$ cat config.mk
export PLATFORM = sky130hd
export DESIGN_NAME = uart_tx_arbiter
export DESIGN_NICKNAME = d
export VERILOG_FILES = /design/src/rtl/uart_arb_pkg.sv /design/src/rtl/rr_arbiter.sv /design/src/rtl/uart_tx_arbiter.sv
export SDC_FILE = /design/constraint.sdc
export NUM_CORES = 1
export LEC_CHECK = 0
export BUFFER_PORTS_ARGS = -buffer_cell sky130_fd_sc_hd__buf_2
export CORE_ASPECT_RATIO = 0.7
export CORE_MARGIN = 1
export CORE_UTILIZATION = 40
export CTS_CLUSTER_SIZE = 28
export DETAILED_ROUTE_END_ITERATION = 6
export MAX_ROUTING_LAYER = met4
export PLACE_DENSITY = 0.75
export SLEW_MARGIN = 40
export SYNTH_ARGS = -nofsm -noshare
export SYNTH_HDL_FRONTEND = slang
export SYNTH_HIERARCHICAL = 1
export SYNTH_SLANG_ARGS = --single-unit
$ cat constraint.sdc
create_clock -name clk -period 1.85 [get_ports clk]
set_input_delay 0.2775 -clock clk [delete_from_list [all_inputs] [get_ports clk]]
set_output_delay 0.2775 -clock clk [all_outputs]
set_load 0.01 [all_outputs]
$ cat src/rtl/uart_arb_pkg.sv
// Shared types and widths for the UART transmit arbiter.
package uart_arb_pkg;

  localparam int BYTE_W = 8;
  localparam int PKT_W  = 16;

  typedef enum logic [2:0] {
    IDLE    = 3'd0,
    SEND_HI = 3'd1,
    WAIT_HI = 3'd2,
    SEND_LO = 3'd3,
    WAIT_LO = 3'd4,
    DONE    = 3'd5
  } arb_state_t;

endpackage

$ cat src/rtl/rr_arbiter.sv
// Combinational round-robin pick: searches upward from rr_ptr+1 (mod NUM_REQ),
// so the requester served last has the lowest priority.
module rr_arbiter #(
  parameter int NUM_REQ = 2,
  parameter int GW      = $clog2(NUM_REQ)
) (
  input  logic [NUM_REQ-1:0] req,
  input  logic [GW-1:0]      rr_ptr,
  output logic               gnt_valid,
  output logic [GW-1:0]      gnt_idx
);

  logic [GW-1:0] cand_s;

  // First requesting index after rr_ptr wins
  always_comb begin
    gnt_valid = 1'b0;
    gnt_idx   = '0;
    cand_s    = '0;
    for (int i = 1; i <= NUM_REQ; i++) begin
      cand_s = GW'((int'(rr_ptr) + i) % NUM_REQ);
      if (!gnt_valid && req[cand_s]) begin
        gnt_valid = 1'b1;
        gnt_idx   = cand_s;
      end else begin
        gnt_idx   = gnt_idx;
      end
    end
  end

endmodule

$ cat src/rtl/uart_tx_arbiter.sv
// Round-robin sharing of one UART transmitter among NUM_REQ packet sources;
// sends 1- or 2-byte packets, pacing each byte on the rising edge of tx_done.
module uart_tx_arbiter
  import uart_arb_pkg::*;
#(
  parameter int NUM_REQ = 2
) (
  input  logic                     clk,
  input  logic                     rst_n,
  input  logic [NUM_REQ-1:0]       req,
  input  logic [16*NUM_REQ-1:0]    pkt_data,
  input  logic [NUM_REQ-1:0]       pkt_two,
  output logic [NUM_REQ-1:0]       ack,
  output logic                     busy,
  output logic                     trmt,
  output logic [7:0]               tx_data,
  input  logic                     tx_done
);

  localparam int GW = $clog2(NUM_REQ);

  arb_state_t          state_q, state_d;
  logic [GW-1:0]       rr_ptr_q, rr_ptr_d;
  logic [GW-1:0]       win_q, win_d;
  logic [BYTE_W-1:0]   pkt_lo_q, pkt_lo_d;
  logic [BYTE_W-1:0]   tx_data_q, tx_data_d;
  logic [NUM_REQ-1:0]  ack_q, ack_d;
  logic                trmt_q, trmt_d;
  logic                busy_q, busy_d;
  logic                tx_done_q;

  logic                gnt_valid_s;
  logic [GW-1:0]       gnt_idx_s;
  logic [PKT_W-1:0]    gnt_pkt_s;
  logic                tx_done_rise_s;

  rr_arbiter #(.NUM_REQ(NUM_REQ), .GW(GW)) u_rr (
    .req       (req),
    .rr_ptr    (rr_ptr_q),
    .gnt_valid (gnt_valid_s),
    .gnt_idx   (gnt_idx_s)
  );

  assign tx_done_rise_s = tx_done & ~tx_done_q;

  // AND-OR mux of the granted requester's packet
  always_comb begin
    gnt_pkt_s = '0;
    for (int i = 0; i < NUM_REQ; i++) begin
      gnt_pkt_s = gnt_pkt_s | (pkt_data[i*PKT_W +: PKT_W] & {PKT_W{gnt_idx_s == GW'(i)}});
    end
  end

  // Next-state and output computation; the high byte goes straight from the
  // live packet because it is loaded at the grant edge, only the low byte is kept
  always_comb begin
    state_d   = state_q;
    rr_ptr_d  = rr_ptr_q;
    win_d     = win_q;
    pkt_lo_d  = pkt_lo_q;
    tx_data_d = tx_data_q;
    busy_d    = busy_q;
    trmt_d    = 1'b0;
    ack_d     = '0;
    case (state_q)
      IDLE: begin
        if (gnt_valid_s) begin
          win_d    = gnt_idx_s;
          pkt_lo_d = gnt_pkt_s[7:0];
          busy_d   = 1'b1;
          trmt_d   = 1'b1;
          if (pkt_two[gnt_idx_s]) begin
            state_d   = SEND_HI;
            tx_data_d = gnt_pkt_s[15:8];
          end else begin
            state_d   = SEND_LO;
            tx_data_d = gnt_pkt_s[7:0];
          end
        end else begin
          state_d = IDLE;
        end
      end
      SEND_HI: state_d = WAIT_HI;
      SEND_LO: state_d = WAIT_LO;
      WAIT_HI: begin
        if (tx_done_rise_s) begin
          state_d   = SEND_LO;
          trmt_d    = 1'b1;
          tx_data_d = pkt_lo_q;
        end else begin
          state_d = WAIT_HI;
        end
      end
      WAIT_LO: begin
        if (tx_done_rise_s) begin
          state_d       = DONE;
          ack_d[win_q]  = 1'b1;
        end else begin
          state_d = WAIT_LO;
        end
      end
      DONE: begin
        state_d  = IDLE;
        rr_ptr_d = win_q;
        busy_d   = 1'b0;
      end
      default: begin
        state_d = IDLE;
        busy_d  = 1'b0;
      end
    endcase
  end

  // State, capture and output registers
  always_ff @(posedge clk or negedge rst_n) begin
    if (!rst_n) begin
      state_q   <= IDLE;
      rr_ptr_q  <= GW'(NUM_REQ - 1);
      win_q     <= '0;
      pkt_lo_q  <= 8'h00;
      tx_data_q <= 8'h00;
      ack_q     <= '0;
      trmt_q    <= 1'b0;
      busy_q    <= 1'b0;
      tx_done_q <= 1'b0;
    end else begin
      state_q   <= state_d;
      rr_ptr_q  <= rr_ptr_d;
      win_q     <= win_d;
      pkt_lo_q  <= pkt_lo_d;
      tx_data_q <= tx_data_d;
      ack_q     <= ack_d;
      trmt_q    <= trmt_d;
      busy_q    <= busy_d;
      tx_done_q <= tx_done;
    end
  end

  assign ack     = ack_q;
  assign busy    = busy_q;
  assign trmt    = trmt_q;
  assign tx_data = tx_data_q;

endmodule

# [Yosys cells after proc, flatten, opt, wreduce, memory -nomap -nowiden]
# Cells that the tools add are included.
[totals] ff_bits=26 input_bits=39 out_inout_bits=12 wordCells=67
[op_classes] n_addsub=2 magnitude_cmp=5 n_eq_ne=7 muxes=28 bitwise_logic=7 n_reduce_logical=9
[op_table] op="16-bit AND" count=2
[op_table] op="8-bit two-way mux" count=3
[op_table] op="1-bit two-way mux" count=16
[op_table] op="16-bit OR" count=1
[op_table] op="8-bit one-hot mux with 2 select lines" count=1
[op_table] op="3-bit one-hot mux with 5 select lines" count=1
[op_table] op="1-bit by 2-bit < comparator with 1-bit output, second input constant" count=4
[op_table] op="3-bit by 2-bit == test with 1-bit output, second input constant" count=2
[op_table] op="3-bit == test, second input constant" count=2
[op_table] op="2-bit two-way mux" count=3
[op_table] op="2-bit inequality test, second input constant" count=2
[op_table] op="1-bit one-hot mux with 2 select lines" count=2
[op_table] op="2-bit AND reduction" count=2
[op_table] op="4-bit OR reduction" count=1
[op_table] op="3-bit by 1-bit == test with 1-bit output, second input constant" count=1
[op_table] op="3-bit zero test" count=1
[op_table] op="3-bit two-way mux" count=1
[op_table] op="1-bit inverter" count=3
[op_table] op="3-bit AND reduction" count=1
[op_table] op="1-bit adder, second input constant" count=2
[op_table] op="1-bit logical AND" count=2
[op_table] op="2-bit nonzero test" count=1
[op_table] op="1-bit AND" count=1
[op_table] op="1-bit demux with 1-bit select" count=1
[op_table] op="2 further kinds" count=2

# [Depth between registers and ports, before layout]
# Gate-level depths: netlist of run 1.
[depth] ltp_word=13 depth_mapped=5 depth_no_buf=4

# [By module]
# Netlist of run 1, hierarchy kept.
[modules_own_cells] mod="uart_tx_arbiter" instances=1 cells_per_inst=129 area_each_um2=1421.4 seq_area_each_um2=651.9
[modules_own_cells] mod="rr_arbiter" instances=1 cells_per_inst=2 area_each_um2=13.8 seq_area_each_um2=0.0

# [Least setup slack after synthesis of run 1]
# No wires, ideal clock.
[synth_path] path_type="flip-flop to flip-flop" startpoint="register state_q[2]" endpoint="register tx_data_q[0], in the netlist tx_data[0]" setup_ns=0.126 arrival_ns=1.424 required_time_ns=1.724 path_slack_ns=0.300 path_stages_with_launch=5 path_buffers=1 period_less_slack_ns=1.550 cell_sequence="dfrtp_1 buf_4 nor4b_4 a21oi_2 a221o_1"
[synth_via] elab_chain_cells=3 elab_cells_between_ends=7 classes_between="eq/ne: 3; mux: 1; reduce/logical: 3"
[synth_lines] element="start, declared" line="uart_tx_arbiter.sv:22" text="arb_state_t state_q, state_d;"
[synth_lines] element="start signal, assigned" line="uart_tx_arbiter.sv:127" text="state_q <= state_d;"
[synth_lines] element="3-bit by 2-bit == test with 1-bit output or 3-bit zero test (tied branches)" line="uart_tx_arbiter.sv:65" text="case (state_q)"
[synth_lines] element="2-bit inequality test (no source line) or 2-bit nonzero test (tied branches)"
[synth_lines] element="3-bit AND reduction (no source line)"
[synth_lines] element="end signal, assigned" line="uart_tx_arbiter.sv:131" text="tx_data_q <= tx_data_d;"
[synth_lines] element="end, declared" line="uart_tx_arbiter.sv:26" text="logic [BYTE_W-1:0] tx_data_q, tx_data_d;"
# Parallel ways exist; a longest one is shown, timed or not.
# A chain may end at the register's enable or synchronous reset.

# [Final worst setup path of run 1]
[layout_path] startpoint="register state_q[2]" endpoint="register tx_data_q[6], in the netlist tx_data[6]"
# Same word-level chain as after synthesis.

==> results.md, run 1 <==
* Status: complete, but fails checks
* Failing checks: negative hold slack
* Peak supply drop at ~0.70 mV
* Most common cell after layout, fill and taps aside: buf_2
* PnR worst setup slack at ~0.3 ns
* Number of cell rows at 17
* Int Power at between 1 and 1.5 mW
* Largest net degree at the start of global routing at 27
* Post-Syn Instances at between 100 and 150
* Crit-path cells: nor4b_4 -> a21oi_2 -> a221o_1
* Mapped Area at 1440 sq um
* Crit path buffers/inverters at 0
* Top Family by Delay on Critical Path: compound AO/OA/AOI/OAI gates
* Max FO, Critical Path at 9
* Final hold vios at 9
* GPL Wtd Cong at 0.799
* Clock Tree Buf Depth at 2
* Fin cells at 228
* Switching power at 867 uW
* Commonest non-fill, non-tap cells in the layout: buf_2, mux2i_1, dfrtp_1
* Flop pwr share at 42.7%
* Vias in the first global route at 1,122
* CTS sink count at 26
* Post-route DRC at 0
* Tmin final at 1.55 ns
* Full die area at 3840 sq um
* Max Slew Vio Count at 0
* Worst-Skew Late Latency at 0.27 ns
* H-tree level count at 1
* Gate power share at 42.1%
* Synthesis-stage register bit count at 26
* CP arrival at 1.70 ns
* Worst slew margin at 62.4%
* RSZ-0062 raised after global routing: no
* Pre-Repair DR Iteration Count at 4
* Post-DP Area at 1740 sq um
* Synthesis Warnings at 6
* Layout Nets at 221
* Power Density at 1320 nW/um^2
* Final HPWL DP at 2530 um
* First-pass GRT wire length at 5340 um
* Chip Width at 73.6 um
* Clock power frac at between 10% and 20%
* Antenna Nets Post-Route at 0
* Post-CTS sizing at 0
* GRT overflow at 0
* Die height at between 50 and 60 um
* Core area at 3280 sq um
* Routed wire length at ~3300 um
* All-layer global routing usage at 19.4%
* Area Overhead vs Synth at 25.2%
* Worst path slowest cell: dfrtp_1
* Finished Cell Area at ~1800 sq um
* Pre-CTS setup slack at between 0.3 and 0.4 ns
* Crit start category: register
* Final Skew at approximately 0.0070 ns
* IO Count at between 50 and 60
* Worst-Margin Slew at 0.565 ns
* Switching Fraction at 36.6%
* TritonCTS buffer count at 3
* MaxCap Viol Count at 0
* Starting Density at 43.8%
* Fin util at 54.9%
* Vias per cell at 5.20
* Final Setup Violations at 0
* HP Class: in2async
* Hold buffer count at CTS at 0
* # Post-CTS Setup Buffers at 0
* DR WL/cell at 14.7 um
* Worst Path Required at 2.00 ns
* Register area at approximately 650 sq um
* Final period util at 83.7%
* Clock transition at path regs at 0.09 ns
* Min Hold Slack at -0.00360 ns
* Mapped Nets at 170
* Tot Pwr at approximately 2.4 mW
* Antenna cells at 0
* Syn_area_per_cell at 11.0 sq um
* CP endpoint kind: register
* Port bufs at 50
* Setup Crit Path Kind: reg2reg
* Max frequency at 0.646 GHz
* Layout cells sized above 1 at 36.5%
* Vias post-DR at 1,186
* Initial antenna violation count at 0
* Setup TNS at 0 ns
* Iter 0 DRT Violations at 62
* Lkg Pwr at 0.934 nW
* Multi-input gate area at 728 sq um
* Distinct cells, synth at 25
* Root buffer cell: clkbuf_8
* Inst Count DP at 224
* Fill cells at 298
* Max stage delay on crit path at 0.51 ns
* CTS tree: done
* Register area share after synthesis at 45.4%
## Yosys cell counts
cell type / number / area, sq um
mux2i_1: 33 / 330
dfrtp_1: 25 / 626
nor2_1: 11 / 41.3
a21oi_1: 10 / 50.1
a221o_1: 8 / 80.1
and3_1: 8 / 50.1
buf_2: 8 / 40.0
nand2_1: 6 / 22.5
o21ai_0: 3 / 15.0
inv_1: 2 / 7.51
nor2b_1: 2 / 12.5
nor4b_4: 2 / 47.6
a211oi_1: 1 / 7.51
a21boi_0: 1 / 7.51
a21boi_1: 1 / 7.51
a21o_1: 1 / 7.51
a21oi_2: 1 / 8.76
buf_4: 1 / 7.51
clkbuf_1: 1 / 3.75
dfstp_2: 1 / 26.3
mux2_2: 1 / 11.3
nand2b_1: 1 / 6.26
nand3_1: 1 / 5.00
nand3b_1: 1 / 7.51
or2_1: 1 / 6.26
## path summary, 6_finish.rpt
kind	startpoint	slack [ns]	to	depth (start not counted)
min reg2reg	win_q$_DFFE_PN0P_	0.46	ack[0]$_DFF_PN0_	1
max in group asynchronous	rst_n	1.48	pkt_lo_q[2]$_DFFE_PN0P_	1
max reg2reg	state_q[2]$_DFF_PN0_	0.30	tx_data[6]$_DFFE_PN0P_	3
max	state_q[2]$_DFF_PN0_	0.30	tx_data[6]$_DFFE_PN0P_	3
min in group clk	tx_done	0.17	tx_done_q$_DFF_PN0_	1
min	rst_n	-0.004	state_q[1]$_DFF_PN0_	1
## cells by family (layout without fill, tap and decap cells)
logic type | Yosys count | count (layout) | share of synthesized area [%]
DFF | 26 | 26 | 45.4
buffers and inverters | 12 | 62 | 4.10
muxes | 34 | 34 | 23.8
and+or+nand+nor | 33 | 33 | 13.9
AOI/OAI and AO/OA | 26 | 26 | 12.8
## flip-flops by register name (all words and copies together), names as in the netlist
signal,flops
pkt_lo_q,8
win_q,1
tx_data,8
trmt,1
busy,1
rr_ptr_q,1
tx_done_q,1
ack,2
state_q,3
## power groups by stage
stage,clock network (mW),logic (mW),registers (mW)
6_report,0.359,0.996,1.01
5_1_grt,0.397,1.11,1.05
4_1_cts,0.367,1.00,1.01
3_5_place_dp,0,1.00,1.02
3_3_place_gp,0,0.959,1.01
2_1_floorplan,0,0.711,0.977
## routing by layer
metal / wire (um) / global-route usage [%] / vias up
met5: 0 / - / -
met4: 0 / 1.92 / 0
met3: 276 / 5.23 / 0
met2: 1430 / 31.0 / 50
met1: 1640 / 25.8 / 560
li1: - / - / 576
## cell type report
cell class	instances	area share (%)
Multi-Input combinational cell	93	40.5
Sequential cell	26	36.3
Timing Repair Buffer	56	16.4
Tap cell	47	3.27
Clock buffer	4	3.06
Inverter	2	0.418
(Power assumes the default switching activity.)
==> run 2, diff against run 1 <==
--- a/config.mk
+++ b/config.mk
@@ -5,6 +5,7 @@
 export SDC_FILE = /design/constraint.sdc
 export NUM_CORES = 1
 export LEC_CHECK = 0
+export ABC_AREA = 1
 export BUFFER_PORTS_ARGS = -buffer_cell sky130_fd_sc_hd__buf_2
 export CORE_ASPECT_RATIO = 0.7
 export CORE_MARGIN = 1
@@ -12,7 +13,7 @@
 export CTS_CLUSTER_SIZE = 28
 export DETAILED_ROUTE_END_ITERATION = 6
 export MAX_ROUTING_LAYER = met4
-export PLACE_DENSITY = 0.75
+export PLACE_DENSITY = 0.78
 export SLEW_MARGIN = 40
 export SYNTH_ARGS = -nofsm -noshare
 export SYNTH_HDL_FRONTEND = slang
==> constraint.sdc (replaced) <==
create_clock -name clk -period 1.4 [get_ports clk]
set_input_delay 0.21 -clock clk [delete_from_list [all_inputs] [get_ports clk]]
set_output_delay 0.21 -clock clk [all_outputs]
set_load 0.01 [all_outputs]
==> run 2 against run 1 <==
  * The flow now finishes without violations
  * Die area increased by 2.4%
  * Synthesized cell count is 57% higher
  * Sequential cell count did not move
  * Core utilization decreased by 0.15 points
  * Critical path type unchanged
  * Highest routed layer is now met4
==> results.md, run 2 <==
* Status: finished, final reports clean
* Area Overhead vs Synth at 30.6%
* HP Class: in2reg
* Worst Path Required at 1.62 ns (-0.38 ns)
* Full die area at 3930 sq um (+2.4%)
* Post-synth top flop: dfrtp_1
* Share of the synthesized area in the top cell type at 42.5% (-1.1 points)
* Mapped Nets at 245 (+44%)
* Die height at 52.7 um (+1.2%)
* Setup TNS at 0 ns (unchanged)
* Vias in the first global route at 1,238 (+10%)
* Tmin final at 1.36 ns (-0.185 ns)
* Vias post-DR at 1,465 (+24%)
* Root buffer cell: clkbuf_8
* Reg2Reg Capture Point: tx_data[3]$_DFFE_PN0P_
* Core area at 3510 sq um (+7.3%)
* Vias per cell at 4.68 (-10%)
* Clock Tree Buf Depth at 2 (unchanged)
* GRT overflow at 0 (unchanged)
* IO Count at 51 (unchanged)
* Worst-Skew Late Latency at 0.27 ns (about the same)
* Max Slew Vio Count at 0 (unchanged)
* Pre-CTS setup slack at -0.0661 ns (-0.376 ns)
* Final Setup Violations at 0 (unchanged)
* Multi-input gate area at 697 sq um (-4.3%)
* Starting Density at 41.9% (-1.9 points)
* Post-route DRC at 0 (unchanged)
* CTS sink count at 26 (unchanged)
* Distinct cells, synth at 22 (-12%)
* Peak supply drop at 0.727 mV (+4.5%)
* Clock transition at path regs at 0.09 ns (about the same)
* CTS tree: done
* All-layer global routing usage at 20.8% (+1.3 points)
* FFs w/ async S/R, synth at 100% (unchanged)
* DR WL/cell at 11.3 um (-23%)
* Number of enable flip-flop cells after synthesis at 0 (unchanged)
* Syn_area_per_cell at 7.14 sq um (-35%)
* TritonCTS buffer count at 3 (unchanged)
* Register area share after synthesis at 44.3% (-1.1 points)
* Fill cells at 355 (+19%)
* MaxCap Viol Count at 0 (unchanged)
* CP endpoint kind: register
* Most numerous cell in the Yosys netlist: nand2_1
* H-tree level count at 1 (unchanged)
* Reg-to-reg slack, setup at 0.04 ns (-0.26 ns)
* Chip Width at 74.5 um (+1.2%)
* Worst slew margin at 60.9% (-1.5 points)
* Pre-Repair DR Iteration Count at 4 (unchanged)
* Most common cell after layout, fill and taps aside: nand2_1
* CP arrival at 1.58 ns (-0.12 ns)
* Synthesis Warnings at 6 (unchanged)
* RSZ-0062 raised after global routing: yes
* Worst hold stages at 1
* Synthesis-stage register bit count at 26 (unchanged)
* Fin util at 54.7% (-0.15 points)
* Final period util at 97.4% (+14 points)
* Top Layer Used: met4
* Met2 WL at 1540 um (+7.4%)
* Clock power frac at 17.0% (+1.8 points)
* Gate power share at 47.4% (+5.3 points)
* Reg2reg start: rr_ptr_q$_DFFE_PN1N_
* Lkg Pwr at 1.11 nW (+18%)
* Post-Syn Instances at 206 (+57%)
* Flop pwr share at 35.5% (-7.2 points)
* Int Power at 2.15 mW (+44%)
* Worst R2R Path Depth at 8 (+5)
* Initial antenna violation count at 0 (unchanged)
* Most frequent cells after synthesis: nand2_1, dfrtp_1, inv_1, o21ai_0, nor2_1
* Commonest non-fill, non-tap cells in the layout: nand2_1, buf_2, inv_1, dfrtp_1
* Iter 0 DRT Violations at 78 (+26%)
* Worst-Margin Slew at 0.587 ns (+0.0221 ns)
* Switching Fraction at 41.6% (+5.0 points)
* Setup Crit Path Kind: reg2reg
* Layout cells sized above 1 at 30.0% (-6.4 points)
* Max frequency at 0.733 GHz (+14%)
* Port bufs at 50 (unchanged)
* Largest net degree at the start of global routing at 27 (unchanged)
* First-pass GRT wire length at 5820 um (+9.0%)
* Number of cell rows at 18 (+1)
* Antenna Nets Post-Route at 0 (unchanged)
* Final Skew at 0.00649 ns (-0.000499 ns)
* Most area-consuming cells after synthesis: dfrtp_1, nand2_1, inv_1
* Switching power at 1.53 mW (+77%)
* Max FO, Critical Path at 18 (+9)
* GPL Wtd Cong at 0.810 (+1.4%)
* Crit start category: register
* Antenna cells at 0 (unchanged)
* # Post-CTS Setup Buffers at 0 (unchanged)
* Layout Nets at 303 (+37%)
* Register area at 653 sq um (+0.19%)
* Routed wire length at 3540 um (+5.7%)
* Mapped Area at 1470 sq um (+2.5%)
* PnR worst setup slack at 0.0365 ns (-0.265 ns)
* Final HPWL DP at 2610 um (+3.3%)
* DRT met1 WL at 1750 um (+6.7%)
* Hold EP: tx_done_q$_DFF_PN0_
* Final hold vios at 0 (-9)
* Met3 wire len at 225 um (-18%)
* Power Density at 1920 nW/um^2 (+46%)
* Hold Crit Start: tx_done
* Tot Pwr at 3.68 mW (+56%)
* Synth area leader: dfrtp_1
[run 2: worst max-delay path by stage]
stage / startpoint / endpoint / slack [ns]
after floorplan: rr_ptr_q$_DFFE_PN1N_ / tx_data[1]$_DFFE_PN0P_ / 0.04
after global placement: rr_ptr_q$_DFFE_PN1N_ / tx_data[6]$_DFFE_PN0P_ / -0.04
after detailed placement: rr_ptr_q$_DFFE_PN1N_ / tx_data[6]$_DFFE_PN0P_ / -0.07
after CTS: rr_ptr_q$_DFFE_PN1N_ / tx_data[7]$_DFFE_PN0P_ / 0.006
after global routing: state_q[2]$_DFF_PN0_ / win_q$_DFFE_PN0P_ / -0.06
final: rr_ptr_q$_DFFE_PN1N_ / tx_data[3]$_DFFE_PN0P_ / 0.04
[run 2: per-layer routing]
| metal | vias up | GRT usage (%) |
|---|---|---|
| li1 | 759 | - |
| met1 | 645 | 29.4 |
| met2 | 56 | 30.3 |
| met3 | 5 | 4.42 |
| met4 | 0 | 4.72 |
| met5 | - | - |
[run 2: kinds of logic (layout without fill, tap and decap cells)]
logic type,Yosys count,in the layout,share of synthesized area (%)
buffers and inverters,34,91,10.2
and+or+nand+nor,115,115,34.0
AOI/OAI and AO/OA,31,31,11.5
DFF,26,26,44.3
[run 2: power groups by stage]
| stage | clock network, mW | registers (mW) | logic, mW |
|---|---|---|---|
| final | 0.627 | 1.31 | 1.75 |
| after global routing | 0.675 | 1.34 | 1.99 |
| after CTS | 0.646 | 1.30 | 1.71 |
| after detailed placement | 0 | 1.31 | 1.68 |
| after global placement | 0 | 1.30 | 1.64 |
| after floorplan | 0 | 1.34 | 1.19 |
[run 2: final cells by class]
type | instances | share of cell area [%]
Clock inverter | 1 | 1.56
Tap cell | 50 | 3.26
Inverter | 26 | 5.08
Timing Repair Buffer | 61 | 17.7
Multi-Input combinational cell | 146 | 36.3
Sequential cell | 26 | 34.0
Clock buffer | 3 | 2.15
[run 2: worst max-delay path: stages (launching register included)]
cell and delay [ns]:
dfstp_2 0.39, a21oi_4 0.26, buf_6 0.21, nand2_1 0.07, o21ai_1 0.10, nand2_1 0.08
nand3_1 0.08, nand2_1 0.06, nand2_1 0.05
[run 2: metrics by stage]
stage,hold WS (ns),instance area [sq um],cells
floorplan,-0.0856,1470,206
global placement,0.238,1800,307
detailed placement,0.248,1800,307
CTS,0.0457,1900,312
global route,0.0374,1920,313
finish,0.0486,1920,313
[run 2: what timing repair did]
action	CTS	global route
cloned	0	1
pin swaps	1	3
hold buffers	1	0
hold endpoints to repair	25	0
setup endpoints to repair	10	18
resized for setup	5	15
